File: config.mk
export PLATFORM = sky130hd
export DESIGN_NAME = seq_mult_unit
export DESIGN_NICKNAME = d
export VERILOG_FILES = /design/src/rtl/seq_mult_unit.sv
export SDC_FILE = /design/constraint.sdc
export NUM_CORES = 1
export LEC_CHECK = 0
export CAP_MARGIN = 5
export CORE_MARGIN = 4
export CORE_UTILIZATION = 40
export DETAILED_ROUTE_END_ITERATION = 12
export REMOVE_ABC_BUFFERS = 1
export SKIP_CTS_REPAIR_TIMING = 1
export SLEW_MARGIN = 20
export SYNTH_ARGS = -nofsm -noshare
export SYNTH_HDL_FRONTEND = slang
export SYNTH_SLANG_ARGS = --single-unit
File: constraint.sdc
create_clock -name clk -period 5.75 [get_ports clk]
set_clock_uncertainty 0.2 [all_clocks]
set_input_delay 1.4375 -clock clk [delete_from_list [all_inputs] [get_ports clk]]
set_output_delay 1.4375 -clock clk [all_outputs]
set_load 0.02 [all_outputs]
File: src/rtl/seq_mult_unit.sv
// -----------------------------------------------------------------------------
// seq_mult_unit
//
// Iterative shift-add multiplier for the ALU multiply path. One multiplier bit
// is retired per clock, followed by a single sign-correction cycle. The
// 2*WIDTH-bit product is registered in dataOut and held until the next
// operation completes, so the HI/LO write path always sees a stable value.
//
// Operation modes (selected by Signal when start is accepted):
//   6'd25  MULTU  unsigned x unsigned
//   6'd24  MULT   signed (two's complement) x signed
// Any other Signal value makes start a no-op.
//
// Optional build macro:
//   MULT_EARLY_TERM_EN  when defined, the RUN phase ends as soon as the
//                       remaining multiplier bits are all zero (minimum one
//                       RUN cycle). Results and handshake are unchanged; only
//                       latency shrinks. When undefined, RUN always lasts
//                       exactly WIDTH cycles.
//
// Parameters:
//   WIDTH   operand width in bits, 4..64
//   CNT_W   iteration counter width, derived from WIDTH (local)
//
// Ports:
//   clk      in   1        rising-edge clock
//   reset    in   1        synchronous, active-high reset
//   start    in   1        request pulse, sampled only in IDLE
//   Signal   in   6        op code (24 = MULT, 25 = MULTU)
//   dataA    in   WIDTH    multiplicand, captured on the accepting edge
//   dataB    in   WIDTH    multiplier, captured on the accepting edge
//   busy     out  1        high whenever the unit is not IDLE
//   done     out  1        one-cycle completion pulse
//   dataOut  out  2*WIDTH  registered product
//
// States:
//   state  | meaning
//   IDLE   | waiting for an accepted start; dataOut holds last result
//   RUN    | one shift-add iteration per clock
//   FIX    | apply sign correction, write dataOut, pulse done
// -----------------------------------------------------------------------------
module seq_mult_unit #(
    parameter int WIDTH = 32
) (
    input  logic                 clk,
    input  logic                 reset,
    input  logic                 start,
    input  logic [5:0]           Signal,
    input  logic [WIDTH-1:0]     dataA,
    input  logic [WIDTH-1:0]     dataB,
    output logic                 busy,
    output logic                 done,
    output logic [2*WIDTH-1:0]   dataOut
);

    localparam int CNT_W = $clog2(WIDTH + 1);

    localparam logic [5:0]       OP_MULT  = 6'd24;
    localparam logic [5:0]       OP_MULTU = 6'd25;
    localparam logic [CNT_W-1:0] CNT_LAST = CNT_W'(WIDTH - 1);

    typedef enum logic [1:0] {
        S_IDLE = 2'd0,
        S_RUN  = 2'd1,
        S_FIX  = 2'd2
    } state_t;

    state_t               state_q,  state_d;
    logic [2*WIDTH-1:0]   mcand_q,  mcand_d;
    logic [WIDTH-1:0]     mplier_q, mplier_d;
    logic [2*WIDTH-1:0]   acc_q,    acc_d;
    logic [CNT_W-1:0]     cnt_q,    cnt_d;
    logic                 sign_q,   sign_d;
    logic [2*WIDTH-1:0]   dout_q,   dout_d;
    logic                 done_q,   done_d;

    // Operand decode for the accepting edge.
    logic                 op_valid;
    logic                 op_signed;
    logic                 a_neg;
    logic                 b_neg;
    logic [WIDTH-1:0]     a_mag;
    logic [WIDTH-1:0]     b_mag;

    assign op_signed = (Signal == OP_MULT);
    assign op_valid  = (Signal == OP_MULT) || (Signal == OP_MULTU);
    assign a_neg     = op_signed & dataA[WIDTH-1];
    assign b_neg     = op_signed & dataB[WIDTH-1];

    // Negating the most negative value wraps back to 2^(WIDTH-1), which is
    // exactly its magnitude when read as an unsigned WIDTH-bit number.
    assign a_mag     = a_neg ? (~dataA + WIDTH'(1)) : dataA;
    assign b_mag     = b_neg ? (~dataB + WIDTH'(1)) : dataB;

    always_comb begin
        state_d  = state_q;
        mcand_d  = mcand_q;
        mplier_d = mplier_q;
        acc_d    = acc_q;
        cnt_d    = cnt_q;
        sign_d   = sign_q;
        dout_d   = dout_q;
        done_d   = 1'b0;

        case (state_q)
            S_IDLE: begin
                if (start && op_valid) begin
                    state_d  = S_RUN;
                    mcand_d  = {{WIDTH{1'b0}}, a_mag};
                    mplier_d = b_mag;
                    sign_d   = a_neg ^ b_neg;
                    acc_d    = '0;
                    cnt_d    = '0;
                end
            end

            S_RUN: begin
                if (mplier_q[0]) begin
                    acc_d = acc_q + mcand_q;
                end
                mcand_d  = mcand_q << 1;
                mplier_d = mplier_q >> 1;
                cnt_d    = cnt_q + CNT_W'(1);
                if (cnt_q == CNT_LAST) begin
                    state_d = S_FIX;
                end
`ifdef MULT_EARLY_TERM_EN
                // No set bits left: remaining iterations would add nothing.
                if (mplier_d == '0) begin
                    state_d = S_FIX;
                end
`endif
            end

            S_FIX: begin
                dout_d  = sign_q ? (~acc_q + (2*WIDTH)'(1)) : acc_q;
                done_d  = 1'b1;
                state_d = S_IDLE;
            end

            default: begin
                state_d = S_IDLE;
            end
        endcase
    end

    always_ff @(posedge clk) begin
        if (reset) begin
            state_q  <= S_IDLE;
            mcand_q  <= '0;
            mplier_q <= '0;
            acc_q    <= '0;
            cnt_q    <= '0;
            sign_q   <= 1'b0;
            dout_q   <= '0;
            done_q   <= 1'b0;
        end else begin
            state_q  <= state_d;
            mcand_q  <= mcand_d;
            mplier_q <= mplier_d;
            acc_q    <= acc_d;
            cnt_q    <= cnt_d;
            sign_q   <= sign_d;
            dout_q   <= dout_d;
            done_q   <= done_d;
        end
    end

    assign busy    = (state_q != S_IDLE);
    assign done    = done_q;
    assign dataOut = dout_q;

endmodule
==> flow_results.xml <==
<?xml version="1.0" encoding="UTF-8"?>
<metrics>
  <group name="run_status">
    <metric name="status" unit="">finished, final reports clean</metric>
  </group>
  <group name="grt">
    <metric name="grt_overflow" unit="">0</metric>
    <metric name="antenna_found_initial" unit="">4</metric>
    <metric name="groute.usage.overall" unit="%">20.2</metric>
    <metric name="grt_first_pass_wirelength" unit="um">65800</metric>
    <metric name="maximum_number_of_pins_on_one_net_before_global_route_repair" unit="">84</metric>
    <metric name="first_global_vias" unit="">12300</metric>
  </group>
  <group name="detailed_routing">
    <metric name="vias" unit="">13300</metric>
    <metric name="vias_per_cell" unit="">5.62</metric>
    <metric name="drt_wl_total" unit="um">40700</metric>
    <metric name="detail_route.iter0.violations" unit="">861</metric>
    <metric name="drt_drc_violations_left" unit="">0</metric>
    <metric name="first_pass_iters" unit="">7</metric>
    <metric name="antenna_left" unit="">0</metric>
    <metric name="drt-wirelength-per-cell" unit="um">17.3</metric>
  </group>
  <group name="critical_path">
    <metric name="cp_cell_sequence" unit="">ha_1, inv_1, fa_1, nor2b_1, o2111ai_1, a21oi_1, o21ai_0, a2111oi_1, buf_4, o211ai_1, a31oi_1, o21ai_0, xor2_1, o21ai_0</metric>
    <metric name="cp.required" unit="ns">6.02</metric>
    <metric name="worst_path_most_repeated_cell" unit="">sky130_fd_sc_hd__o21ai_0</metric>
    <metric name="crit_fanout" unit="">7</metric>
    <metric name="worst_r2r_endpoint" unit="">acc_q[62]$_SDFFE_PP0P_</metric>
    <metric name="rrSetupSlack" unit="ns">1.24</metric>
    <metric name="crit_type" unit="">register to register</metric>
    <metric name="critPathTopFamily" unit="">compound AO/OA/AOI/OAI gates</metric>
    <metric name="worstPathBufferInverterCount" unit="">2</metric>
    <metric name="cp-start-kind" unit="">register</metric>
    <metric name="crit_path_dat" unit="ns">4.78</metric>
    <metric name="critPathSlowestCell" unit="">sky130_fd_sc_hd__a2111oi_1</metric>
    <metric name="max_stage_delay" unit="ns">0.56</metric>
    <metric name="worst-r2r-cell-count" unit="">14</metric>
    <metric name="timing.rr.start" unit="">acc_q[0]$_SDFFE_PP0P_</metric>
    <metric name="timing.critical_path.to_type" unit="">register</metric>
  </group>
  <group name="worst_hold_path">
    <metric name="holdCritPathClass" unit="">register to register</metric>
    <metric name="hold_path.startpoint" unit="">sign_q$_SDFFE_PP0P_</metric>
    <metric name="worstHoldPathCells" unit="">2</metric>
    <metric name="hold_path_end" unit="">sign_q$_SDFFE_PP0P_</metric>
  </group>
  <group name="timing">
    <metric name="finalWorstPathRequiredPeriod" unit="ns">4.51</metric>
    <metric name="grt_setup_unrepaired" unit="">no</metric>
    <metric name="worstMarginPinSlew" unit="ns">0.997</metric>
    <metric name="drv_slew" unit="">0</metric>
    <metric name="fmax" unit="GHz">0.222</metric>
    <metric name="finalSetupViolCount" unit="">0</metric>
    <metric name="final-hold-violation-count" unit="">0</metric>
    <metric name="fin_tns_setup" unit="ns">0</metric>
    <metric name="slew-limit-headroom" unit="%">32.7</metric>
    <metric name="final.period_utilization" unit="%">78.4</metric>
  </group>
  <group name="synth">
    <metric name="synth.yosys.seq_area_share" unit="%">32.7</metric>
    <metric name="asyncSetResetFlopFracSynth" unit="%">0</metric>
    <metric name="syn-cell-area" unit="um^2">14300</metric>
    <metric name="syn-mean-instance-area" unit="um^2">7.92</metric>
    <metric name="synthesis.instances" unit="">1809</metric>
    <metric name="yosysWarnings" unit="">0</metric>
    <metric name="postSynth.topFlopCell" unit="">sky130_fd_sc_hd__dfxtp_1</metric>
    <metric name="synth_cell_types" unit="">63</metric>
    <metric name="count_of_flip_flops_with_a_built_in_enable_after_synthesis" unit="">0</metric>
    <metric name="synth_seq_cells" unit="">234</metric>
  </group>
  <group name="finish">
    <metric name="finish.instance_area" unit="um^2">16900</metric>
    <metric name="multiInputGateArea" unit="um^2">9110</metric>
    <metric name="synthToLayoutAreaGrowth" unit="%">18.2</metric>
    <metric name="filler_cell_count" unit="">3530</metric>
    <metric name="final_core_utilization" unit="%">47.7</metric>
    <metric name="post_route_cells_drive_above_1_share" unit="%">4.86</metric>
    <metric name="ff_latch_area" unit="um^2">4690</metric>
    <metric name="finalNetCount" unit="">2015</metric>
  </group>
  <group name="placed_design">
    <metric name="gp_routability_congestion" unit="">0.912</metric>
    <metric name="io_buffers" unit="">138</metric>
    <metric name="placement.cell_area" unit="um^2">16000</metric>
    <metric name="detailedPlacementHpwl" unit="um">29800</metric>
  </group>
  <group name="clock_tree">
    <metric name="cts.path.max_buffers" unit="">3</metric>
    <metric name="tritoncts" unit="">built</metric>
    <metric name="cts-root-buf" unit="">sky130_fd_sc_hd__clkbuf_16</metric>
    <metric name="clk_transition_reported_paths" unit="ns">0.06</metric>
    <metric name="numCtsBuffers" unit="">28</metric>
    <metric name="clk-insertion-delay-late" unit="ns">0.55</metric>
    <metric name="h-tree-depth" unit="">1</metric>
    <metric name="clkSinkCount" unit="">234</metric>
  </group>
  <group name="floorplan">
    <metric name="die_x_extent" unit="um">197</metric>
    <metric name="dieArea" unit="um^2">38900</metric>
    <metric name="initial_core_util" unit="%">40.4</metric>
    <metric name="floorplan.io_pins" unit="">139</metric>
    <metric name="rows" unit="">69</metric>
    <metric name="core_region_area" unit="um^2">35500</metric>
    <metric name="die_height" unit="um">197</metric>
  </group>
  <group name="pwr">
    <metric name="vdd_ir_drop_max" unit="V">0.000174</metric>
    <metric name="power.density" unit="nW/um^2">212</metric>
    <metric name="total_power" unit="mW">3.59</metric>
    <metric name="static-leakage-power" unit="nW">6.46</metric>
  </group>
  <group name="run">
    <metric name="cap_violations" unit="">0</metric>
  </group>
</metrics>
-- logic make-up after synthesis --
group           share of synthesized area, %
flops                                   32.7
buf+inv                                 3.93
simple gates                            19.5
fa+ha+maj                               5.99
xor+xnor                                10.9
compound gates                          26.7
mux                                    0.280
-- worst max path at each step --
stage	end	cells past startpoint	startpoint
detailed placement	mcand_q[27]$_SDFFE_PP0P_	9	dataA[7]
finish	acc_q[62]$_SDFFE_PP0P_	14	acc_q[0]$_SDFFE_PP0P_
global placement	mcand_q[27]$_SDFFE_PP0P_	9	dataA[7]
floorplan	dataOut[53]$_SDFFE_PP0P_	3	state_q[1]$_SDFFE_PP0P_
global route	acc_q[62]$_SDFFE_PP0P_	14	acc_q[0]$_SDFFE_PP0P_
CTS	acc_q[62]$_SDFFE_PP0P_	14	acc_q[0]$_SDFFE_PP0P_
-- power by group --
group          total (mW)  internal (mW)  switching [mW]
sequential           1.64           1.63         0.00943
combinational       0.181         0.0806           0.100
clock                1.77           1.08           0.695
-- flip-flops by register name, indices dropped and copies added (netlist names) --
signal    flops
mcand_q      64
acc_q        64
state_q       2
done          1
mplier_q     32
sign_q        1
cnt_q         6
dataOut      64
-- layer usage --
layer / wire length, um / global-route usage [%] / vias to the layer above
li1: - / - / 6742
met1: 20400 / 30.8 / 6070
met2: 16500 / 29.9 / 370
met3: 2780 / 3.12 / 67
met4: 948 / 4.96 / 4
met5: 21 / 0 / -
-- Yosys cell counts, types with 12 or more instances --
master                      number  area (um^2)
sky130_fd_sc_hd__xor2_1        129         1130
sky130_fd_sc_hd__nor4_1         13         81.3
sky130_fd_sc_hd__a22o_1         35          307
sky130_fd_sc_hd__a211oi_1       77          578
sky130_fd_sc_hd__o21ai_0       103          515
sky130_fd_sc_hd__o41ai_1        16          140
sky130_fd_sc_hd__o21bai_1       15          113
sky130_fd_sc_hd__nand2_1       158          593
sky130_fd_sc_hd__nor3_1         35          175
sky130_fd_sc_hd__clkbuf_1      112          420
sky130_fd_sc_hd__a21oi_1       123          616
sky130_fd_sc_hd__nand4_1        34          213
sky130_fd_sc_hd__a22oi_1        15          113
sky130_fd_sc_hd__inv_1          28          105
sky130_fd_sc_hd__or3_1          14         87.6
sky130_fd_sc_hd__xnor2_1        49          429
sky130_fd_sc_hd__nand2b_1       15         93.8
sky130_fd_sc_hd__nor2b_1        12         75.1
sky130_fd_sc_hd__nand3_1        37          185
sky130_fd_sc_hd__o31ai_1        27          203
sky130_fd_sc_hd__a2111oi_0      43          377
sky130_fd_sc_hd__nor2_1        246          923
sky130_fd_sc_hd__dfxtp_1       234         4680
sky130_fd_sc_hd__ha_1           67          838
sky130_fd_sc_hd__a21o_1         46          345
-- through the flow --
step	std cells	hold WS (ns)	worst slack, ns
3_3_place_gp	2305	0.236	0.884
3_5_place_dp	2305	0.243	0.789
6_report	2358	0.246	1.24
2_1_floorplan	1687	0.254	0.418
5_1_grt	2357	0.268	0.911
4_1_cts	2355	0.250	1.29
-- worst register-to-register path: stages (launching register included) --
cell and delay (ns):
sky130_fd_sc_hd__dfxtp_1 0.46, sky130_fd_sc_hd__ha_1 0.25, sky130_fd_sc_hd__inv_1 0.07, sky130_fd_sc_hd__fa_1 0.40, sky130_fd_sc_hd__nor2b_1 0.22, sky130_fd_sc_hd__o2111ai_1 0.16
sky130_fd_sc_hd__a21oi_1 0.30, sky130_fd_sc_hd__o21ai_0 0.27, sky130_fd_sc_hd__a2111oi_1 0.56, sky130_fd_sc_hd__buf_4 0.22, sky130_fd_sc_hd__o211ai_1 0.14, sky130_fd_sc_hd__a31oi_1 0.56
sky130_fd_sc_hd__o21ai_0 0.28, sky130_fd_sc_hd__xor2_1 0.19, sky130_fd_sc_hd__o21ai_0 0.15
-- layout by cell type, fill, tap and decap left out, types with 11 or more instances in the layout --
| cell type | n |
|---|---|
| sky130_fd_sc_hd__a2111oi_0 | 42 |
| sky130_fd_sc_hd__a211oi_1 | 77 |
| sky130_fd_sc_hd__a21o_1 | 46 |
| sky130_fd_sc_hd__a21oi_1 | 123 |
| sky130_fd_sc_hd__a22o_1 | 35 |
| sky130_fd_sc_hd__a22oi_1 | 15 |
| sky130_fd_sc_hd__a31oi_1 | 11 |
| sky130_fd_sc_hd__buf_4 | 20 |
| sky130_fd_sc_hd__clkbuf_16 | 29 |
| sky130_fd_sc_hd__clkdlybuf4s50_1 | 137 |
| sky130_fd_sc_hd__dfxtp_1 | 233 |
| sky130_fd_sc_hd__ha_1 | 67 |
| sky130_fd_sc_hd__inv_1 | 28 |
| sky130_fd_sc_hd__nand2_1 | 158 |
| sky130_fd_sc_hd__nand2b_1 | 14 |
| sky130_fd_sc_hd__nand3_1 | 37 |
| sky130_fd_sc_hd__nand4_1 | 34 |
| sky130_fd_sc_hd__nor2_1 | 243 |
| sky130_fd_sc_hd__nor3_1 | 34 |
| sky130_fd_sc_hd__nor4_1 | 13 |
| sky130_fd_sc_hd__o21ai_0 | 103 |
| sky130_fd_sc_hd__o21bai_1 | 15 |
| sky130_fd_sc_hd__o31ai_1 | 27 |
| sky130_fd_sc_hd__o41ai_1 | 16 |
| sky130_fd_sc_hd__or3_1 | 14 |
| sky130_fd_sc_hd__xnor2_1 | 49 |
| sky130_fd_sc_hd__xor2_1 | 129 |
-- cell type report --
cell class,instances,share of cell area [%]
Antenna cell,3,0.0443
Clock buffer,46,5.19
Clock inverter,4,0.281
Inverter,28,0.621
Multi-Input combinational cell,1425,53.8
Sequential cell,234,27.7
Tap cell,461,3.41
Timing Repair Buffer,157,8.98
No activity file was read; power rests on OpenSTA's default activity.
